--- src/rtl/gpu_cmd_queue_if.sv ---
// Command-queue bus: requester command channel, GPU-side field/strobe outputs and status.
// The slave modport is the queue; the master modport is the requester/GPU side.
interface gpu_cmd_queue_if;
  logic        cmd_valid;
  logic        cmd_ready;
  logic        cmd_op;
  logic [31:0] cmd_address;
  logic [15:0] cmd_address_x, cmd_address_y, cmd_sheetsize, cmd_width;
  logic [15:0] cmd_height, cmd_x, cmd_y, cmd_clear_color;

  logic [31:0] gpu_address;
  logic [15:0] gpu_address_x, gpu_address_y, gpu_sheetsize, gpu_width;
  logic [15:0] gpu_height, gpu_x, gpu_y, gpu_clear_color;
  logic        gpu_draw, gpu_clear, gpu_busy;

  logic [4:0]  q_level;
  logic        idle, done;
  logic [15:0] done_count;
  logic        err_timeout;

  modport slave (
    input  cmd_valid, cmd_op, cmd_address, cmd_address_x, cmd_address_y, cmd_sheetsize,
           cmd_width, cmd_height, cmd_x, cmd_y, cmd_clear_color, gpu_busy,
    output cmd_ready, gpu_address, gpu_address_x, gpu_address_y, gpu_sheetsize, gpu_width,
           gpu_height, gpu_x, gpu_y, gpu_clear_color, gpu_draw, gpu_clear,
           q_level, idle, done, done_count, err_timeout
  );

  modport master (
    output cmd_valid, cmd_op, cmd_address, cmd_address_x, cmd_address_y, cmd_sheetsize,
           cmd_width, cmd_height, cmd_x, cmd_y, cmd_clear_color, gpu_busy,
    input  cmd_ready, gpu_address, gpu_address_x, gpu_address_y, gpu_sheetsize, gpu_width,
           gpu_height, gpu_x, gpu_y, gpu_clear_color, gpu_draw, gpu_clear,
           q_level, idle, done, done_count, err_timeout
  );
endinterface

--- src/rtl/gpu_cmd_queue.sv ---
// GPU command queue: FIFO of draw/clear commands issued one at a time to a GPU,
// with start timeout detection and a retired-command counter.
module gpu_cmd_queue #(
  parameter int unsigned DEPTH = 4
) (
  input logic            clk,
  input logic            rst,
  gpu_cmd_queue_if.slave bus_io
);

  localparam int unsigned AW = $clog2(DEPTH);

  localparam logic [2:0] StIdle      = 3'd0;
  localparam logic [2:0] StIssue     = 3'd1;
  localparam logic [2:0] StWaitStart = 3'd2;
  localparam logic [2:0] StWaitDone  = 3'd3;
  localparam logic [2:0] StRetire    = 3'd4;

  typedef struct packed {
    logic        op;
    logic [31:0] address;
    logic [15:0] address_x;
    logic [15:0] address_y;
    logic [15:0] sheetsize;
    logic [15:0] width;
    logic [15:0] height;
    logic [15:0] x;
    logic [15:0] y;
    logic [15:0] clear_color;
  } cmd_t;

  cmd_t          mem_q [DEPTH];
  logic [AW-1:0] wr_ptr_q, rd_ptr_q;
  logic [4:0]    level_q, level_d;
  logic [2:0]    state_q, state_d;
  logic [1:0]    wait_cnt_q, wait_cnt_d;
  logic          err_q, err_d;
  logic [15:0]   done_count_q;
  cmd_t          cur_q;
  cmd_t          in_cmd;
  logic          push, pop;

  assign in_cmd = '{
    op:          bus_io.cmd_op,
    address:     bus_io.cmd_address,
    address_x:   bus_io.cmd_address_x,
    address_y:   bus_io.cmd_address_y,
    sheetsize:   bus_io.cmd_sheetsize,
    width:       bus_io.cmd_width,
    height:      bus_io.cmd_height,
    x:           bus_io.cmd_x,
    y:           bus_io.cmd_y,
    clear_color: bus_io.cmd_clear_color
  };

  assign bus_io.cmd_ready = (level_q < 5'(DEPTH));
  assign push    = bus_io.cmd_valid && bus_io.cmd_ready;
  // Pop only reads entries already stored, so a same-cycle push never bypasses the queue.
  assign pop     = (state_q == StIdle) && (level_q != 5'd0) && !bus_io.gpu_busy;
  assign level_d = level_q + 5'(push) - 5'(pop);

  always_comb begin
    state_d    = state_q;
    wait_cnt_d = wait_cnt_q;
    err_d      = err_q;
    case (state_q)
      StIdle: begin
        if (pop) state_d = StIssue;
      end
      StIssue: begin
        state_d    = StWaitStart;
        wait_cnt_d = 2'd0;
      end
      StWaitStart: begin
        if (bus_io.gpu_busy) begin
          state_d = StWaitDone;
        end else if (wait_cnt_q == 2'd3) begin
          state_d = StRetire;
          err_d   = 1'b1;
        end else begin
          wait_cnt_d = wait_cnt_q + 2'd1;
        end
      end
      StWaitDone: begin
        if (!bus_io.gpu_busy) state_d = StRetire;
      end
      StRetire: state_d = StIdle;
      default:  state_d = StIdle;
    endcase
  end

  // Storage carries no reset; validity is tracked by the pointers and level.
  always_ff @(posedge clk) begin
    if (push) mem_q[wr_ptr_q] <= in_cmd;
  end

  always_ff @(posedge clk) begin
    if (rst) begin
      wr_ptr_q     <= '0;
      rd_ptr_q     <= '0;
      level_q      <= '0;
      state_q      <= StIdle;
      wait_cnt_q   <= '0;
      err_q        <= 1'b0;
      done_count_q <= '0;
      cur_q        <= '0;
    end else begin
      if (push) wr_ptr_q <= wr_ptr_q + AW'(1);
      if (pop) begin
        rd_ptr_q <= rd_ptr_q + AW'(1);
        cur_q    <= mem_q[rd_ptr_q];
      end
      level_q    <= level_d;
      state_q    <= state_d;
      wait_cnt_q <= wait_cnt_d;
      err_q      <= err_d;
      if (state_q == StRetire) done_count_q <= done_count_q + 16'd1;
    end
  end

  assign bus_io.gpu_address     = cur_q.address;
  assign bus_io.gpu_address_x   = cur_q.address_x;
  assign bus_io.gpu_address_y   = cur_q.address_y;
  assign bus_io.gpu_sheetsize   = cur_q.sheetsize;
  assign bus_io.gpu_width       = cur_q.width;
  assign bus_io.gpu_height      = cur_q.height;
  assign bus_io.gpu_x           = cur_q.x;
  assign bus_io.gpu_y           = cur_q.y;
  assign bus_io.gpu_clear_color = cur_q.clear_color;

  assign bus_io.gpu_draw    = (state_q == StIssue) && !cur_q.op;
  assign bus_io.gpu_clear   = (state_q == StIssue) && cur_q.op;
  assign bus_io.q_level     = level_q;
  assign bus_io.idle        = (state_q == StIdle) && (level_q == 5'd0);
  assign bus_io.done        = (state_q == StRetire);
  assign bus_io.done_count  = done_count_q;
  assign bus_io.err_timeout = err_q;

endmodule

--- src/flat_wrapper.sv ---
// flat-port wrapper written by rule: the top's interface ports become plain ports
module gpu_cmd_queue_flat 
#(
  parameter int unsigned DEPTH = 4
)
  (clk, rst, bus_io_cmd_valid, bus_io_cmd_op, bus_io_cmd_address, bus_io_cmd_address_x, bus_io_cmd_address_y, bus_io_cmd_sheetsize, bus_io_cmd_width, bus_io_cmd_height, bus_io_cmd_x, bus_io_cmd_y, bus_io_cmd_clear_color, bus_io_gpu_busy, bus_io_cmd_ready, bus_io_gpu_address, bus_io_gpu_address_x, bus_io_gpu_address_y, bus_io_gpu_sheetsize, bus_io_gpu_width, bus_io_gpu_height, bus_io_gpu_x, bus_io_gpu_y, bus_io_gpu_clear_color, bus_io_gpu_draw, bus_io_gpu_clear, bus_io_q_level, bus_io_idle, bus_io_done, bus_io_done_count, bus_io_err_timeout);
  gpu_cmd_queue_if bus_io_i ();
  input logic clk;
  input logic rst;
  input wire logic [$bits(bus_io_i.cmd_valid)-1:0] bus_io_cmd_valid;
  input wire logic [$bits(bus_io_i.cmd_op)-1:0] bus_io_cmd_op;
  input wire logic [$bits(bus_io_i.cmd_address)-1:0] bus_io_cmd_address;
  input wire logic [$bits(bus_io_i.cmd_address_x)-1:0] bus_io_cmd_address_x;
  input wire logic [$bits(bus_io_i.cmd_address_y)-1:0] bus_io_cmd_address_y;
  input wire logic [$bits(bus_io_i.cmd_sheetsize)-1:0] bus_io_cmd_sheetsize;
  input wire logic [$bits(bus_io_i.cmd_width)-1:0] bus_io_cmd_width;
  input wire logic [$bits(bus_io_i.cmd_height)-1:0] bus_io_cmd_height;
  input wire logic [$bits(bus_io_i.cmd_x)-1:0] bus_io_cmd_x;
  input wire logic [$bits(bus_io_i.cmd_y)-1:0] bus_io_cmd_y;
  input wire logic [$bits(bus_io_i.cmd_clear_color)-1:0] bus_io_cmd_clear_color;
  input wire logic [$bits(bus_io_i.gpu_busy)-1:0] bus_io_gpu_busy;
  output wire logic [$bits(bus_io_i.cmd_ready)-1:0] bus_io_cmd_ready;
  output wire logic [$bits(bus_io_i.gpu_address)-1:0] bus_io_gpu_address;
  output wire logic [$bits(bus_io_i.gpu_address_x)-1:0] bus_io_gpu_address_x;
  output wire logic [$bits(bus_io_i.gpu_address_y)-1:0] bus_io_gpu_address_y;
  output wire logic [$bits(bus_io_i.gpu_sheetsize)-1:0] bus_io_gpu_sheetsize;
  output wire logic [$bits(bus_io_i.gpu_width)-1:0] bus_io_gpu_width;
  output wire logic [$bits(bus_io_i.gpu_height)-1:0] bus_io_gpu_height;
  output wire logic [$bits(bus_io_i.gpu_x)-1:0] bus_io_gpu_x;
  output wire logic [$bits(bus_io_i.gpu_y)-1:0] bus_io_gpu_y;
  output wire logic [$bits(bus_io_i.gpu_clear_color)-1:0] bus_io_gpu_clear_color;
  output wire logic [$bits(bus_io_i.gpu_draw)-1:0] bus_io_gpu_draw;
  output wire logic [$bits(bus_io_i.gpu_clear)-1:0] bus_io_gpu_clear;
  output wire logic [$bits(bus_io_i.q_level)-1:0] bus_io_q_level;
  output wire logic [$bits(bus_io_i.idle)-1:0] bus_io_idle;
  output wire logic [$bits(bus_io_i.done)-1:0] bus_io_done;
  output wire logic [$bits(bus_io_i.done_count)-1:0] bus_io_done_count;
  output wire logic [$bits(bus_io_i.err_timeout)-1:0] bus_io_err_timeout;
  assign bus_io_i.cmd_valid = bus_io_cmd_valid;
  assign bus_io_i.cmd_op = bus_io_cmd_op;
  assign bus_io_i.cmd_address = bus_io_cmd_address;
  assign bus_io_i.cmd_address_x = bus_io_cmd_address_x;
  assign bus_io_i.cmd_address_y = bus_io_cmd_address_y;
  assign bus_io_i.cmd_sheetsize = bus_io_cmd_sheetsize;
  assign bus_io_i.cmd_width = bus_io_cmd_width;
  assign bus_io_i.cmd_height = bus_io_cmd_height;
  assign bus_io_i.cmd_x = bus_io_cmd_x;
  assign bus_io_i.cmd_y = bus_io_cmd_y;
  assign bus_io_i.cmd_clear_color = bus_io_cmd_clear_color;
  assign bus_io_i.gpu_busy = bus_io_gpu_busy;
  assign bus_io_cmd_ready = bus_io_i.cmd_ready;
  assign bus_io_gpu_address = bus_io_i.gpu_address;
  assign bus_io_gpu_address_x = bus_io_i.gpu_address_x;
  assign bus_io_gpu_address_y = bus_io_i.gpu_address_y;
  assign bus_io_gpu_sheetsize = bus_io_i.gpu_sheetsize;
  assign bus_io_gpu_width = bus_io_i.gpu_width;
  assign bus_io_gpu_height = bus_io_i.gpu_height;
  assign bus_io_gpu_x = bus_io_i.gpu_x;
  assign bus_io_gpu_y = bus_io_i.gpu_y;
  assign bus_io_gpu_clear_color = bus_io_i.gpu_clear_color;
  assign bus_io_gpu_draw = bus_io_i.gpu_draw;
  assign bus_io_gpu_clear = bus_io_i.gpu_clear;
  assign bus_io_q_level = bus_io_i.q_level;
  assign bus_io_idle = bus_io_i.idle;
  assign bus_io_done = bus_io_i.done;
  assign bus_io_done_count = bus_io_i.done_count;
  assign bus_io_err_timeout = bus_io_i.err_timeout;
  gpu_cmd_queue #(.DEPTH(DEPTH)) u_core (.clk(clk), .rst(rst), .bus_io(bus_io_i));
endmodule
--- config.mk ---
export PLATFORM = sky130hd
export DESIGN_NAME = gpu_cmd_queue_flat
export DESIGN_NICKNAME = d
export VERILOG_FILES = /design/src/rtl/gpu_cmd_queue_if.sv /design/src/rtl/gpu_cmd_queue.sv /design/src/flat_wrapper.sv
export SDC_FILE = /design/constraint.sdc
export NUM_CORES = 1
export LEC_CHECK = 0
export ABC_AREA = 1
export BUFFER_PORTS_ARGS = -buffer_cell sky130_fd_sc_hd__buf_2
export CAP_MARGIN = 10
export CORE_ASPECT_RATIO = 0.9
export CORE_UTILIZATION = 28
export DETAILED_ROUTE_END_ITERATION = 8
export PLACE_DENSITY = 0.4
export SYNTH_ARGS = -nofsm -noshare
export SYNTH_HDL_FRONTEND = slang
export SYNTH_SLANG_ARGS = --single-unit
--- constraint.sdc ---
create_clock -name clk -period 14.6 [get_ports clk]
set_clock_uncertainty 0.1 [all_clocks]
set_input_delay 1.46 -clock clk [delete_from_list [all_inputs] [get_ports clk]]
set_output_delay 1.46 -clock clk [all_outputs]
set_load 0.005 [all_outputs]
==> impl_metrics.json <==
{
  "status": "completed",
  "insertion_delay_ns": 0.66,
  "path_clk_slew_ns": 0.06,
  "synth_cells": 2664,
  "coreArea_mm2": 0.114,
  "start_kind": "flop",
  "r2r_slack_ns": 11.30,
  "slew_headroom": 0.253,
  "die_w_um": 360,
  "synth-compound-area-share": 0.112,
  "final_max_slew_viol_count": 0,
  "wl_per_cell_um": 20.3,
  "synthTopCellsByArea": "edfxtp_1 60%, dfxtp_1 12%, nor2_1 8.0%",
  "cts_resized": 0,
  "layout_common_cells": "684 x nor2_1, 644 x edfxtp_1, 388 x o21ai_0",
  "crit_chain": "inv_1 -> ha_1 -> nand2_1 -> nor2_2 -> inv_1 -> nor2_1 -> buf_2",
  "track_usage": 0.151,
  "worstHoldStart": "u_core.bus_io.err_timeout",
  "numCtsBuffers": 95,
  "synth-xor-area-share": 0.000272,
  "cts-htree-levels": 3,
  "hpwl_um": 47000,
  "finalSetupTns_ns": 0,
  "path_class": "flop to output port",
  "wl_um": 89200,
  "synth_area_mm2": 0.0323,
  "hold_violations": 0,
  "synth_top_area_frac": 0.600,
  "rsz0062_at_grt": "no",
  "viasPerCell": 4.61,
  "max_freq_mhz": 265,
  "cts-hold-fix-buffers": 0,
  "synthMuxAreaShare": 0,
  "drive_gt1_frac": 0.189,
  "die_height_um": 324,
  "ys_seq_area_frac": 0.719,
  "synthAdderAreaFrac": 0.00566,
  "path_max_fanout": 4,
  "synthFlopType": "edfxtp_1",
  "total_power_mw": 7.23,
  "io_buffer_count": 351,
  "power.density_mw_per_mm2": 194,
  "layout.area.seq_mm2": 0.0232,
  "firstDrtPassIters": 5,
  "fin_util": 0.328,
  "leakage_nw": 13.5,
  "hold_class": "flop to flop",
  "cts_max_path_buffers": 3,
  "synth_nets": 2843,
  "num_rows": 117,
  "synth_edf_count": 644,
  "worst_pin_slew_ns": 1.12,
  "final_common_cell": "nor2_1",
  "multi_input_area_mm2": 0.00679,
  "yosysTopAreaCell": "edfxtp_1",
  "yosys_warnings": 0,
  "synth-simple-area-share": 0.0911,
  "drv_cap": 0,
  "setup_viol": 0,
  "globalplace.congestion": 0.746,
  "post-route-min-period_ns": 3.77,
  "area_delta_synth_final_pct": 15.5,
  "cts_root_buffer": "clkbuf_16",
  "min_path_cells": 1,
  "start_util": 0.284,
  "synth_top_family_by_area": "compound AO/OA/AOI/OAI gates",
  "gr-total-overflow": 0,
  "crit_arrival_ns": 2.21,
  "ys_ff_latch": 836,
  "grt_max_degree": 164,
  "cp_common_cell": "inv_1",
  "vdd_drop_max_mv": 0.0987,
  "ant_nets": 0,
  "reg2regPathDepth": 6,
  "grt_pass1_wl_um": 132000,
  "final_nets": 2989,
  "period_share": 0.258,
  "rr_startpoint": "u_core.rd_ptr_q[0]",
  "required_ns": 13.04,
  "first_global_vias": 20400,
  "synth_cell_types": 33,
  "post_cts_buffers": 0,
  "cts_tree": "built",
  "via_count": 20200,
  "drc": 0,
  "drt_iter0_markers": 1133,
  "whs_endpoint": "u_core.bus_io.err_timeout",
  "dieArea_mm2": 0.117,
  "clock_sinks": 836,
  "cpMaxStageDelayCell": "dfxtp_1",
  "ys_async_sr_fraction": 0,
  "avgSynthCellArea_um2": 12.1,
  "end_kind": "output port",
  "slowest_delay_ns": 0.37,
  "r2r-end": "u_core.bus_io.gpu_width[8]",
  "antenna_found_initial": 21,
  "fill_cells": 11300,
  "io_pins": 352
}
## layout make-up
| class | instances | area share |
|---|---|---|
| Clock inverter | 46 | 0.0133 |
| Sequential cell | 836 | 0.623 |
| Tap cell | 1487 | 0.0499 |
| Multi-Input combinational cell | 1457 | 0.182 |
| Clock buffer | 133 | 0.0733 |
| Antenna cell | 6 | 0.000403 |
| Inverter | 49 | 0.00554 |
| Timing Repair Buffer | 371 | 0.0529 |
## worst max-delay path by stage
| stage | from | end | slack (ns) | cells after the start |
|---|---|---|---|---|
| finish | u_core.bus_io.q_level[2] | bus_io_idle | 10.83 | 7 |
| global route | u_core.bus_io.q_level[2] | bus_io_idle | 10.70 | 7 |
| CTS | u_core.bus_io.q_level[2] | bus_io_idle | 10.72 | 7 |
| detailed placement | bus_io_cmd_valid | u_core.mem_q[3][123] | 10.65 | 4 |
| global placement | bus_io_cmd_valid | u_core.mem_q[1][132] | 10.65 | 4 |
| floorplan | bus_io_cmd_valid | u_core.mem_q[0][0] | 5.50 | 2 |
## flip-flops by register name, indices dropped and copies added (netlist names)
name,count
u_core.mem_q,644
u_core.bus_io.gpu_address,32
u_core.bus_io.done_count,16
u_core.bus_io.gpu_address_x,16
u_core.bus_io.gpu_address_y,16
u_core.bus_io.gpu_clear_color,16
u_core.bus_io.gpu_height,16
u_core.bus_io.gpu_sheetsize,16
u_core.bus_io.gpu_width,16
u_core.bus_io.gpu_x,16
u_core.bus_io.gpu_y,16
u_core.bus_io.q_level,5
u_core.state_q,3
u_core.rd_ptr_q,2
u_core.wait_cnt_q,2
u_core.wr_ptr_q,2
u_core.bus_io.err_timeout,1
u_core.cur_q,1
## power by group
group / leakage [nW] / internal, mW / total [mW] / switching, mW
Sequential: 7.42 / 2.97 / 3.17 / 0.203
Combinational: 4.48 / 0.508 / 1.64 / 1.13
Clock: 1.58 / 1.45 / 2.42 / 0.971
Total: 13.5 / 4.92 / 7.23 / 2.30
## synth_stat cells, types with 2 or more instances
cell,number
nor2_1,688
edfxtp_1,644
o21ai_0,388
dfxtp_1,192
buf_4,174
o22ai_1,161
o21ai_1,111
clkbuf_1,71
nand2_1,46
buf_2,44
inv_1,41
buf_6,23
a21oi_1,13
ha_1,13
nand3_1,11
nand4_1,8
clkbuf_4,7
inv_2,6
nor3_1,4
nor2_2,3
buf_8,2
o21a_1,2
o21bai_1,2
## cell families after synthesis
logic type | after synthesis
flops | 836
simple gates | 763
compound gates | 679
buf+inv | 371
fa+ha+maj | 14
xor+xnor | 1
## per-stage QoR
stage	worst slack, ns	hold WS, ns	cell area (µm²)	instances
after CTS	10.72	0.385	37200	4379
after global placement	10.65	0.359	34000	4200
after floorplan	5.50	0.364	32300	2664
after global routing	10.70	0.395	37200	4383
after detailed placement	10.65	0.361	34000	4200
final	10.83	0.384	37300	4385
## layer usage
metal,track usage,wire length (µm),vias to the layer above
li1,-,-,9618
met2,0.260,43600,461
met4,0.0454,2070,20
met3,0.0323,4260,151
met1,0.189,39100,9977
met5,0,136,-
## critical path, delay by kind of cell (launching register included)
kind,cells,cell delay [ns]
and+or+nand+nor,3,0.60
buffers and inverters,3,0.43
DFF,1,0.37
adders and majority gates,1,0.15
Power figures use the tool's default switching activity.
